==> src/rtl/p1_ctrl_pkg.sv <==
// p1_ctrl_pkg
// Shared types and constants for the pool-1 -> conv2 read-side scheduler.
//   p1_state_e     : scheduler state (IDLE, FILL, STREAM)
//   P1_MAP_W       : pooled map edge length
//   P1_FRAME_WORDS : words per pooled map (P1_MAP_W * P1_MAP_W)
//   P1_FIFO_DEPTH  : depth of the external p1_fifo in words
package p1_ctrl_pkg;

  localparam int P1_MAP_W       = 13;
  localparam int P1_FRAME_WORDS = P1_MAP_W * P1_MAP_W;
  localparam int P1_FIFO_DEPTH  = 512;

  typedef enum logic [1:0] {
    IDLE,
    FILL,
    STREAM
  } p1_state_e;

endpackage

==> src/rtl/p1_occ_counter.sv <==
// p1_occ_counter
// Up/down occupancy counter for the external p1_fifo. Saturation at the
// FIFO depth is enforced by the caller through full_reject, which marks a
// write that arrived while the FIFO was full and no read freed a slot.
// Ports:
//   clk         : clock
//   rst_n       : synchronous, active-high reset
//   inc         : write strobe into the FIFO
//   dec         : read strobe out of the FIFO (never issued when empty)
//   full_reject : the write this cycle is dropped because the FIFO is full
//   occupancy   : words currently held in the FIFO
//   overflow    : sticky, set by any dropped write; cleared only by reset
module p1_occ_counter #(
  parameter int OCC_W = 10
) (
  input  logic             clk,
  input  logic             rst_n,
  input  logic             inc,
  input  logic             dec,
  input  logic             full_reject,
  output logic [OCC_W-1:0] occupancy,
  output logic             overflow
);

  // NOTE: registers use non-blocking assignments so every flop samples the
  // pre-edge values of the others, independent of block ordering.
  always_ff @(posedge clk) begin
    if (rst_n) begin
      occupancy <= '0;
      overflow  <= 1'b0;
    end else if (full_reject) begin
      // A rejected write implies no read this cycle, so the count holds.
      overflow <= 1'b1;
    end else begin
      unique case ({inc, dec})
        2'b10:   occupancy <= occupancy + OCC_W'(1);
        2'b01:   occupancy <= occupancy - OCC_W'(1);
        default: occupancy <= occupancy;
      endcase
    end
  end

endmodule

==> src/rtl/p1_c2_stream_ctrl.sv <==
// p1_c2_stream_ctrl
// Read-side scheduler for the pool-1 -> conv2 buffer. Tracks p1_fifo
// occupancy from its write strobes and streams one full frame at a time to
// conv2 once START_LEVEL words are buffered, reading only while conv2 is
// ready. A frame, once started, always runs to completion.
// Ports:
//   clk            : clock
//   rst_n          : synchronous, active-high reset (shared with FIFO srst)
//   en             : level enable for frame streaming
//   wr_valid       : FIFO write strobe (pool-1 data_in_valid)
//   c2_ready       : conv2 can accept a word this cycle
//   fifo_rd_en     : FIFO read enable (combinational)
//   data_out_valid : FIFO dout holds a word for conv2 (read latency 1)
//   occupancy      : words currently held in the FIFO
//   busy           : high while streaming a frame
//   frame_done     : one-cycle pulse with the last word's data_out_valid
//   frame_cnt      : completed frames, wraps 255 -> 0
//   overflow       : sticky, a write arrived while the FIFO was full
//   underflow_req  : sticky, conv2 was ready mid-frame but the FIFO was empty
module p1_c2_stream_ctrl
  import p1_ctrl_pkg::*;
#(
  parameter int DEPTH       = P1_FIFO_DEPTH,
  parameter int FRAME_WORDS = P1_FRAME_WORDS,
  parameter int START_LEVEL = P1_FRAME_WORDS,
  parameter int OCC_W       = 10
) (
  input  logic             clk,
  input  logic             rst_n,
  input  logic             en,
  input  logic             wr_valid,
  input  logic             c2_ready,
  output logic             fifo_rd_en,
  output logic             data_out_valid,
  output logic [OCC_W-1:0] occupancy,
  output logic             busy,
  output logic             frame_done,
  output logic [7:0]       frame_cnt,
  output logic             overflow,
  output logic             underflow_req
);

  localparam logic [OCC_W-1:0] DEPTH_C = OCC_W'(DEPTH);
  localparam logic [OCC_W-1:0] FRAME_C = OCC_W'(FRAME_WORDS);
  localparam logic [OCC_W-1:0] LAST_C  = OCC_W'(FRAME_WORDS - 1);
  localparam logic [OCC_W-1:0] START_C = OCC_W'(START_LEVEL);

  p1_state_e        state;
  p1_state_e        state_nxt;
  logic [OCC_W-1:0] rd_cnt;
  logic             want_rd;
  logic             last_rd;
  logic             wr_reject;

  // want_rd is the read request before the empty check; when it is high
  // with an empty FIFO, conv2 is being starved mid-frame.
  assign want_rd    = (state == STREAM) && c2_ready && (rd_cnt < FRAME_C);
  assign fifo_rd_en = want_rd && (occupancy != '0);
  assign last_rd    = fifo_rd_en && (rd_cnt == LAST_C);
  assign wr_reject  = wr_valid && (occupancy == DEPTH_C) && !fifo_rd_en;
  assign busy       = (state == STREAM);

  p1_occ_counter #(
    .OCC_W(OCC_W)
  ) u_occ (
    .clk        (clk),
    .rst_n      (rst_n),
    .inc        (wr_valid),
    .dec        (fifo_rd_en),
    .full_reject(wr_reject),
    .occupancy  (occupancy),
    .overflow   (overflow)
  );

  // NOTE: state_nxt is given a default before the case so every path
  // assigns it and no latch is inferred.
  always_comb begin
    state_nxt = state;
    unique case (state)
      IDLE:    if (en) state_nxt = FILL;
      FILL: begin
        if (!en)                       state_nxt = IDLE;
        else if (occupancy >= START_C) state_nxt = STREAM;
      end
      // Leaving STREAM only on the final read keeps frames whole even when
      // en drops mid-frame.
      STREAM:  if (last_rd) state_nxt = en ? FILL : IDLE;
      default: state_nxt = IDLE;
    endcase
  end

  always_ff @(posedge clk) begin
    if (rst_n) begin
      state          <= IDLE;
      rd_cnt         <= '0;
      data_out_valid <= 1'b0;
      frame_done     <= 1'b0;
      frame_cnt      <= '0;
      underflow_req  <= 1'b0;
    end else begin
      state          <= state_nxt;
      data_out_valid <= fifo_rd_en;
      frame_done     <= last_rd;
      if (last_rd) begin
        rd_cnt    <= '0;
        frame_cnt <= frame_cnt + 8'd1;
      end else if (fifo_rd_en) begin
        rd_cnt <= rd_cnt + OCC_W'(1);
      end
      if (want_rd && (occupancy == '0)) underflow_req <= 1'b1;
    end
  end

endmodule

==> config.mk <==
export PLATFORM = sky130hd
export DESIGN_NAME = p1_c2_stream_ctrl
export DESIGN_NICKNAME = d
export VERILOG_FILES = /design/src/rtl/p1_ctrl_pkg.sv /design/src/rtl/p1_occ_counter.sv /design/src/rtl/p1_c2_stream_ctrl.sv
export SDC_FILE = /design/constraint.sdc
export NUM_CORES = 1
export LEC_CHECK = 0
export CORE_MARGIN = 5
export CORE_UTILIZATION = 50
export CTS_CLUSTER_DIAMETER = 150
export CTS_CLUSTER_SIZE = 24
export DETAILED_ROUTE_END_ITERATION = 12
export PLACE_DENSITY = 0.78
export SKIP_LAST_GASP = 1
export SYNTH_ARGS = -nofsm -noshare
export SYNTH_HDL_FRONTEND = slang
export SYNTH_SLANG_ARGS = --single-unit
==> constraint.sdc <==
create_clock -name clk -period 4.1 [get_ports clk]
set_input_delay 1.025 -clock clk [delete_from_list [all_inputs] [get_ports clk]]
set_output_delay 1.025 -clock clk [all_outputs]
set_load 0.02 [all_outputs]
# ---- Word-level counts from Yosys, hierarchy flattened
# Cells that the tools add are included.
dict set report classes {
  n_mux 7
  n_bitwise 1
  magnitude_cmp 2
  n_addsub 4
  eq_ne 9
  n_reduce_logical 15
}
# operator count
set ops {}
lappend ops {{$add 10x1->10 const B} 2}
lappend ops {{$pmux 10 s2} 1}
lappend ops {{$eq 10x10->1 const B} 1}
lappend ops {{$eq 10x8->1 const B} 1}
lappend ops {{$ge 10x8->1 const B} 1}
lappend ops {{$logic_not 10->1} 1}
lappend ops {{$lt 10x8->1 const B} 1}
lappend ops {{$reduce_bool 10->1} 1}
lappend ops {{$sub 10x1->10 const B} 1}
lappend ops {{$add 8x1->8 const B} 1}
lappend ops {{$mux 2} 4}
lappend ops {{$logic_and 1x1->1} 7}
lappend ops {{$pmux 2 s3} 1}
lappend ops {{$eq 2x1->1 const B} 2}
lappend ops {{$eq 2x2->1 const B} 2}
lappend ops {{$ne 3x3->1 const B} 1}
lappend ops {{$reduce_and 3->1} 1}
lappend ops {{$logic_not 2->1} 1}
lappend ops {{$ne 2x1->1 const B} 1}
lappend ops {{$ne 2x2->1 const B} 1}
lappend ops {{$reduce_and 2->1} 1}
lappend ops {{$reduce_bool 2->1} 1}
lappend ops {{$reduce_or 2->1} 1}
lappend ops {{$logic_not 1->1} 1}
lappend ops {{2 further kinds} 2}
dict set report totals {
  ff_bits 34
  output_inout_bits 24
  elab_cells 46
  inputBits 5
}

# ---- Logic depth before layout (Yosys ltp)
# Gate-level depths: netlist (run 1).
dict set report logic_depth {
  word_depth 8
  depth_mapped 16
  mapped_depth_nobuf 15
}

# ---- Modules after synthesis
# From an unflattened synthesis (run 1), not the netlist that was laid out.
dict set report unflattened {
  hier_cells 255
  hier_area_um2 2095.8
}
# module n_inst cells_each seq_area_each_um2 area_per_inst_um2
set modules_own_cells {}
lappend modules_own_cells {p1_c2_stream_ctrl 1 142 460.4 1214.9}
lappend modules_own_cells {p1_occ_counter 1 113 220.2 880.8}

# ---- Least setup slack after synthesis (run 1)
# OpenSTA, ideal clock, no wires.
dict set report synth_timing {
  kind {input port to flip-flop}
  startpoint {in c2_ready}
  endpoint {reg u_occ.occupancy[9]}
  required_ps 3966
  cell_stages 11
  t_arrival_ps 3654
  path_buffers 1
  setup_time_ps 134
  slack_ps 313
  cell_sequence {o2111ai_2 -> buf_2 -> nor2_1 -> ha_1 -> ha_1 -> a211oi_1 -> o211ai_1 -> a41oi_1 -> xnor2_1 -> a21o_1 -> a21oi_1}
}
dict set report synth_via {
  elab_chain_cells 7
  word_cells_on_any_way 11
  cone_classes {eq/ne: 2; mux: 1; bitwise: 1; reduce/logical: 7}
}
# element line
set synth_rtl {}
lappend synth_rtl {{start: declaration} p1_c2_stream_ctrl.sv:32} ;# input logic c2_ready,
lappend synth_rtl {{$logic_and 1x1->1 (*) (2 in series)} p1_c2_stream_ctrl.sv:57} ;# assign want_rd = (state == STREAM) && c2_ready && (rd_cnt < FRAME_C);
lappend synth_rtl {{$logic_and 1x1->1 (*)} p1_c2_stream_ctrl.sv:58} ;# assign fifo_rd_en = want_rd && (occupancy != '0);
lappend synth_rtl {{net fifo_rd_en} p1_c2_stream_ctrl.sv:33} ;# output logic fifo_rd_en,
lappend synth_rtl {{branches (longest 4 deep; another with $eq 2x2->1)} --}
lappend synth_rtl {{end signal: assignment} p1_occ_counter.sv:36} ;# 2'b10: occupancy <= occupancy + OCC_W'(1);
lappend synth_rtl {{end signal: assignment} p1_occ_counter.sv:37} ;# 2'b01: occupancy <= occupancy - OCC_W'(1);
lappend synth_rtl {{end signal: assignment} p1_occ_counter.sv:38} ;# default: occupancy <= occupancy;
lappend synth_rtl {{end: declaration} p1_occ_counter.sv:21} ;# output logic [OCC_W-1:0] occupancy,
# Mark *: on every way through the listed nets, which the timed path passes.
# A chain may end at the register's enable or synchronous reset.

# ---- Worst setup path in the final report (run 1)
dict set report layout_timing {
  startpoint {in c2_ready}
  endpoint {out fifo_rd_en}
}
dict set report layout_via {
  elab_chain_cells 3
}
# element line
set layout_rtl {}
lappend layout_rtl {{$logic_and 1x1->1 (2 in series)} p1_c2_stream_ctrl.sv:57}
lappend layout_rtl {{$logic_and 1x1->1} p1_c2_stream_ctrl.sv:58}
lappend layout_rtl {{end: declaration} p1_c2_stream_ctrl.sv:33}
# No other way between the ends.

==> flow_summary.toml, run 1 <==
[die]
initial_core_util = 0.5147
die_width_um = 71.39
ioPinCount = 29
chipHeight_um = 71.39
rows = 22
dieArea_um2 = 5097
core_region_area_um2 = 3661

[sta]
fmax_ghz = 0.2790
period_share = 0.8742
worstMarginPinSlew_ns = 0.6629
rsz0062_at_grt = "no"
hold_violations = 0
slew_headroom = 0.5567
setup-violations-final = 0
slew_violations = 0
finalClockSkew_ns = 0.004987
fin_crit_ns = 3.584
setup_tns_ns = 0
whs_ns = 0.4827

[cts]
cts-buffers-inserted = 5
insertion_delay_ns = 0.29
htreeDepth = 2
postCtsSetupBuffers = 0
cts.sinks = 34
cts_tree = "built"
path_clk_slew_ns = 0.06
cts_buffer_depth = 2
cts_root_buf = "clkbuf_8"
ctsHoldBuffers = 0
cts-resized-gates = 0

[critical_path]
worstSetupEndpointType = "output pin"
start_kind = "primary input"
worstPathArrival_ns = 2.56
critical_path_required_ns = 3.07
worst-path-max-fanout = 3
path_class = "in2out"

[synth]
syn_area_um2 = 1884
synth_area_leaders = "dfxtp_1, ha_1, xnor2_1, nor2_1, a21oi_1"
synth.top_cell.area_share = 0.3612
syn_avg_cell_area_um2 = 8.565
synthSimpleGateAreaFrac = 0.2410
ys_seq_area_frac = 0.3612
async_reset_ff_frac = 0
synth_cells = 220
yosys_warnings = 0
synthXorXnorAreaFrac = 0.09296
synth_fp_nets = 239
synth_top_family_by_area = "simple AND/OR/NAND/NOR gates"
synth-edff-count = 0
ys_ff_latch = 34
yosys.area_share.adder = 0.09695
synth_compound_area_frac = 0.1308
synth_cell_types = 41
synth.largest_area_cell = "dfxtp_1"
muxShareOfSynthArea = 0.03254
synth_top_flop_cell = "dfxtp_1"

[grt]
grt_max_degree = 19
grt_usage = 0.1710
antenna_found_initial = 0
grt_pass1_vias = 1537
grt-ovfl-total = 0
grt_pass1_wl_um = 6900

[power]
power_switching_mw = 0.1684
pwr-share-clk = 0.419
seq_power_share = 0.479
power.share.combinational = 0.102
peakVddDrop_v = 0.0002184
p_int_mw = 0.5475
power_density_nw_per_um2 = 306.8
leakagePower_nw = 0.9138
swShare = 0.2352

[drt]
drtAntennaViolNets = 0
drt_iter0_drc = 99
drc = 0
drt-wirelength-per-cell_um = 13.66
wl_um = 4126
drt-pass1-iter-count = 4
vias_per_cell = 5.477
num_vias = 1654

[layout]
drive_gt1_frac = 0.07480
antennaDiodeCount = 0
nets = 272
synthToLayoutAreaGrowth_pct = 23.84
fillerInstances = 322

[place]
portBuffers = 28
gp_congestion = 0.8994
dp_hpwl_um = 2979

[status]
outcome = "finished, final reports clean"

[min_path]
min_path_type = "reg2reg"

[job]
cap_violations = 0
-- layer usage --
metal / part of all wire / global-route usage / wire length, um
met1: 0.46 / 0.2151 / 1912
met2: 0.46 / 0.2602 / 1883
met3: 0.051 / 0.05750 / 212
met4: 0.028 / 0.08559 / 117
met5: 0 / 0 / 0
-- layout by cell type (no fill, tap or decap), types with 2 or more instances in the layout --
master / n
a21oi_1: 13
nand3b_1: 2
nand2b_1: 3
inv_1: 11
a21o_1: 3
xor2_1: 3
dfxtp_1: 34
nor2_1: 32
nor3_1: 7
o21ai_0: 5
clkdlybuf4s50_1: 28
mux2i_1: 5
o211ai_1: 2
buf_4: 6
nor2b_1: 5
o21a_1: 2
a211o_1: 2
nand3_1: 5
nand2_1: 14
a211oi_1: 3
nand4_1: 4
clkbuf_1: 2
ha_1: 13
nor4_1: 10
and2_1: 2
clkbuf_8: 5
xnor2_1: 17
-- registers in the layout, summed over array words and instances (netlist names) --
register and cells:
rd_cnt 10, u_occ.occupancy 10, frame_cnt 8, state 2
data_out_valid 1, frame_done 1, u_occ.overflow 1, underflow_req 1
-- power groups by stage --
stage	clock network [mW]	registers (mW)	logic (mW)
3_3_place_gp	0	0.350	0.0718
3_5_place_dp	0	0.350	0.0729
6_report	0.300	0.343	0.0731
2_1_floorplan	0	0.353	0.0428
4_1_cts	0.308	0.343	0.0734
5_1_grt	0.324	0.344	0.0803
-- cell usage after synthesis, drive strengths merged, types with 3 or more instances --
cell,n
nand3,5
a21o,3
nand2,14
nand2b,4
nand4,4
buf,5
nor3,7
nor4,10
o21ai,5
clkbuf,3
xor2,3
xnor2,17
ha,13
nor2,32
a211oi,3
nor2b,5
inv,11
a21oi,14
dfxtp,34
mux2i,5
-- worst paths after layout --
path	start	endpoint	slack, ns	cells after the start
worst max-delay path	c2_ready	fifo_rd_en	0.52	5
worst min-delay path	u_occ.overflow	u_occ.overflow	0.48	2
worst max register to register	rd_cnt[6]	u_occ.occupancy[9]	0.90	11
worst min register to register	u_occ.overflow	u_occ.overflow	0.48	2
-- stage by stage --
stage	setup slack [ns]	power [mW]	instances	util	cell area [um^2]
final	0.5158	0.7159	302	0.6374	2333
after global routing	0.4164	0.7483	302	0.6374	2333
after CTS	0.5028	0.7241	302	0.6374	2333
after global placement	0.4559	0.4221	294	0.6083	2227
after floorplan	0.3126	0.3958	220	-	1884
after detailed placement	0.3446	0.4232	294	0.6083	2227
-- cells by family (layout without fill, tap and decap cells) --
family                   count (synthesis)  after routing
AO/OA/AOI/OAI                           37             37
buffers and inverters                   19             53
XOR/XNOR                                20             20
AND/OR/NAND/NOR                         90             90
flip-flops                              34             34
multiplexers                             6              6
adder cells (fa/ha/maj)                 14             14
-- critical path, cell delays in order --
cell and delay [ns]:
clkdlybuf4s50_1 0.48, o2111ai_2 0.11, nor2_1 0.19, buf_4 0.16, clkdlybuf4s50_1 0.60
-- layout make-up --
type                            count  area, um^2  share of cell area
Timing Repair Buffer               34       325.3              0.1394
Clock buffer                        7       76.32             0.03271
Clock inverter                      1       30.03             0.01287
Inverter                           11       41.29             0.01769
Sequential cell                    34       680.7              0.2917
Tap cell                           48       60.06             0.02574
Multi-Input combinational cell    167        1120              0.4799
Power figures use the tool's default switching activity.
==> run 2, diff against run 1 <==
--- a/config.mk
+++ b/config.mk
@@ -5,6 +5,7 @@
 export SDC_FILE = /design/constraint.sdc
 export NUM_CORES = 1
 export LEC_CHECK = 0
+export CAP_MARGIN = 10
 export CORE_MARGIN = 5
 export CORE_UTILIZATION = 50
 export CTS_CLUSTER_DIAMETER = 150
==> results of run 2 <==
Same layout as run 1: the final DEF is identical, and so are final timing and power.
==> run 3, diff against run 2 <==
--- a/config.mk
+++ b/config.mk
@@ -6,12 +6,14 @@
 export NUM_CORES = 1
 export LEC_CHECK = 0
 export CAP_MARGIN = 10
+export CELL_PAD_IN_SITES_DETAIL_PLACEMENT = 1
+export CELL_PAD_IN_SITES_GLOBAL_PLACEMENT = 1
 export CORE_MARGIN = 5
-export CORE_UTILIZATION = 50
+export CORE_UTILIZATION = 40
 export CTS_CLUSTER_DIAMETER = 150
 export CTS_CLUSTER_SIZE = 24
 export DETAILED_ROUTE_END_ITERATION = 12
-export PLACE_DENSITY = 0.78
+export PLACE_DENSITY = 0.82
 export SKIP_LAST_GASP = 1
 export SYNTH_ARGS = -nofsm -noshare
 export SYNTH_HDL_FRONTEND = slang
==> run 3 against run 2 <==
Net effect: non-clock buffer count unchanged; fmax increased by 0.38%; critical path depth unchanged; flip-flop and latch count unchanged; cell count increased by 1.7%; sequential power about the same; clock skew about the same; combinational power increased by 2%.
==> flow_summary.toml, run 3 (synthesis results as in run 1) <==
[layout]
drive_gt1_frac = 0.07905
antennaDiodeCount = 0
regArea_um2 = 680.7
multi_input_area_um2 = 1120
top_regs = "rd_cnt x10, u_occ.occupancy x10, frame_cnt x8"
instances_no_fill = 307
fillerInstances = 563
most-common-layout-cells = "dfxtp_1, nor2_1, clkdlybuf4s50_1, xnor2_1, nand2_1"
mostFrequentLayoutCell = "dfxtp_1"
synthToLayoutAreaGrowth_pct = 24.57
nets = 272

[cts]
cts_root_buf = "clkbuf_8"
cts_tree = "built"
cts-buffers-inserted = 5
postCtsSetupBuffers = 0
cts.sinks = 34
ctsHoldBuffers = 0
cts-resized-gates = 0
cts_buffer_depth = 2
insertion_delay_ns = 0.29
htreeDepth = 2
path_clk_slew_ns = 0.07

[place]
portBuffers = 28
gp_congestion = 0.7626
dp_cells = 300
dp_hpwl_um = 3372

[power]
power_density_nw_per_um2 = 312.4
peakVddDrop_v = 0.0002254
leakagePower_nw = 0.9186

[drt]
num_vias = 1659
drc = 0
drtAntennaViolNets = 0
drt-wirelength-per-cell_um = 15.02
drt_iter0_drc = 64
wl_um = 4612
drt-pass1-iter-count = 3
vias_per_cell = 5.404

[critical_path]
slowest_delay_ns = 0.60
worst-path-max-fanout = 3
worstSetupEndpointType = "output pin"
reg2regPathDepth = 14
r2r-end = "u_occ.occupancy[9]"
start_kind = "primary input"
path_class = "in2out"
worstPathArrival_ns = 2.55
cpMaxStageDelayCell = "clkdlybuf4s50_1"
crit_top_cell = "clkdlybuf4s50_1"
timing.critical_path.from = "c2_ready"
crit_chain = "clkdlybuf4s50_1 -> o2111ai_2 -> nor2_1 -> buf_4 -> clkdlybuf4s50_1"
regToRegSetupSlack_ns = 0.96
reg2reg_from = "u_occ.occupancy[0]"
critical_path_required_ns = 3.07

[status]
outcome = "finished, final reports clean"

[grt]
grt_usage = 0.1637
grt_max_degree = 22
grt_pass1_wl_um = 8038
top_usage_layer = "met2"
grt_util_met3 = 0.02408
grt-ovfl-total = 0
use_met1 = 0.1938
use_met2 = 0.2920
grt_pass1_vias = 1727
antenna_found_initial = 0

[min_path]
hold_path_end = "underflow_req"
hp-start = "underflow_req"
min_path_type = "reg2reg"
hold_depth = 2

[die]
core_region_area_um2 = 4661
ioPinCount = 29
rows = 25
dieArea_um2 = 6183
chipHeight_um = 78.64
die_width_um = 78.64
initial_core_util = 0.4043

[sta]
setup_tns_ns = 0
rsz0062_at_grt = "no"
fmax_ghz = 0.2801
hold_violations = 0
finalClockSkew_ns = 0.004786
fin_crit_ns = 3.571
slew_headroom = 0.6683
period_share = 0.8709
setup-violations-final = 0
worstMarginPinSlew_ns = 0.4930
slew_violations = 0

[job]
cap_violations = 0
-- run 3: changes by cell type in the layout (fill, tap and decap cells not counted) --
cell / change
clkbuf_1: -2
clkbuf_8: +1
-- run 3: power breakdown --
group	leakage [nW]	internal [mW]	switching [mW]
combinational	0.587	0.0304	0.0442
sequential	0.275	0.335	0.00843
clock	0.0573	0.194	0.121
total	0.919	0.560	0.173
-- run 3: critical path, delay by kind of cell --
kind,cells,cell delay (ns)
simple gates,1,0.19
compound gates,1,0.11
buf+inv,3,1.22
-- run 3: worst max path at each step --
stage,to,slack [ns],cells after the start
after floorplan,u_occ.occupancy[9],0.31,11
final,fifo_rd_en,0.53,5
after global placement,fifo_rd_en,0.53,5
after detailed placement,u_occ.occupancy[9],0.47,11
after global routing,fifo_rd_en,0.44,5
after CTS,fifo_rd_en,0.52,5
-- run 3: area by class of cell --
type,count,share of cell area
multi-input cells,167,0.4771
clock buffers,6,0.03518
flip-flops and latches,34,0.2900
repair buffers,34,0.1386
well taps,54,0.02878
clock inverters,1,0.01279
inverters,11,0.01759
-- run 3: metal layers --
metal / vias to the layer above / wire length, um
met5: - / 0
met4: 0 / 82
met3: 9 / 81
met2: 19 / 2320
met1: 803 / 2128
li1: 828 / -
-- run 3: metrics by stage --
stage | worst slack (ns) | utilization | power, mW | area (um^2) | hold slack [ns]
floorplan | 0.3126 | - | 0.3958 | 1884 | 0.4609
global placement | 0.5278 | 0.4795 | 0.4234 | 2235 | 0.4513
detailed placement | 0.4682 | 0.4795 | 0.4251 | 2235 | 0.4732
CTS | 0.5157 | 0.5036 | 0.7438 | 2347 | 0.4928
global route | 0.4438 | 0.5036 | 0.7685 | 2347 | 0.5069
finish | 0.5293 | 0.5036 | 0.7333 | 2347 | 0.4835
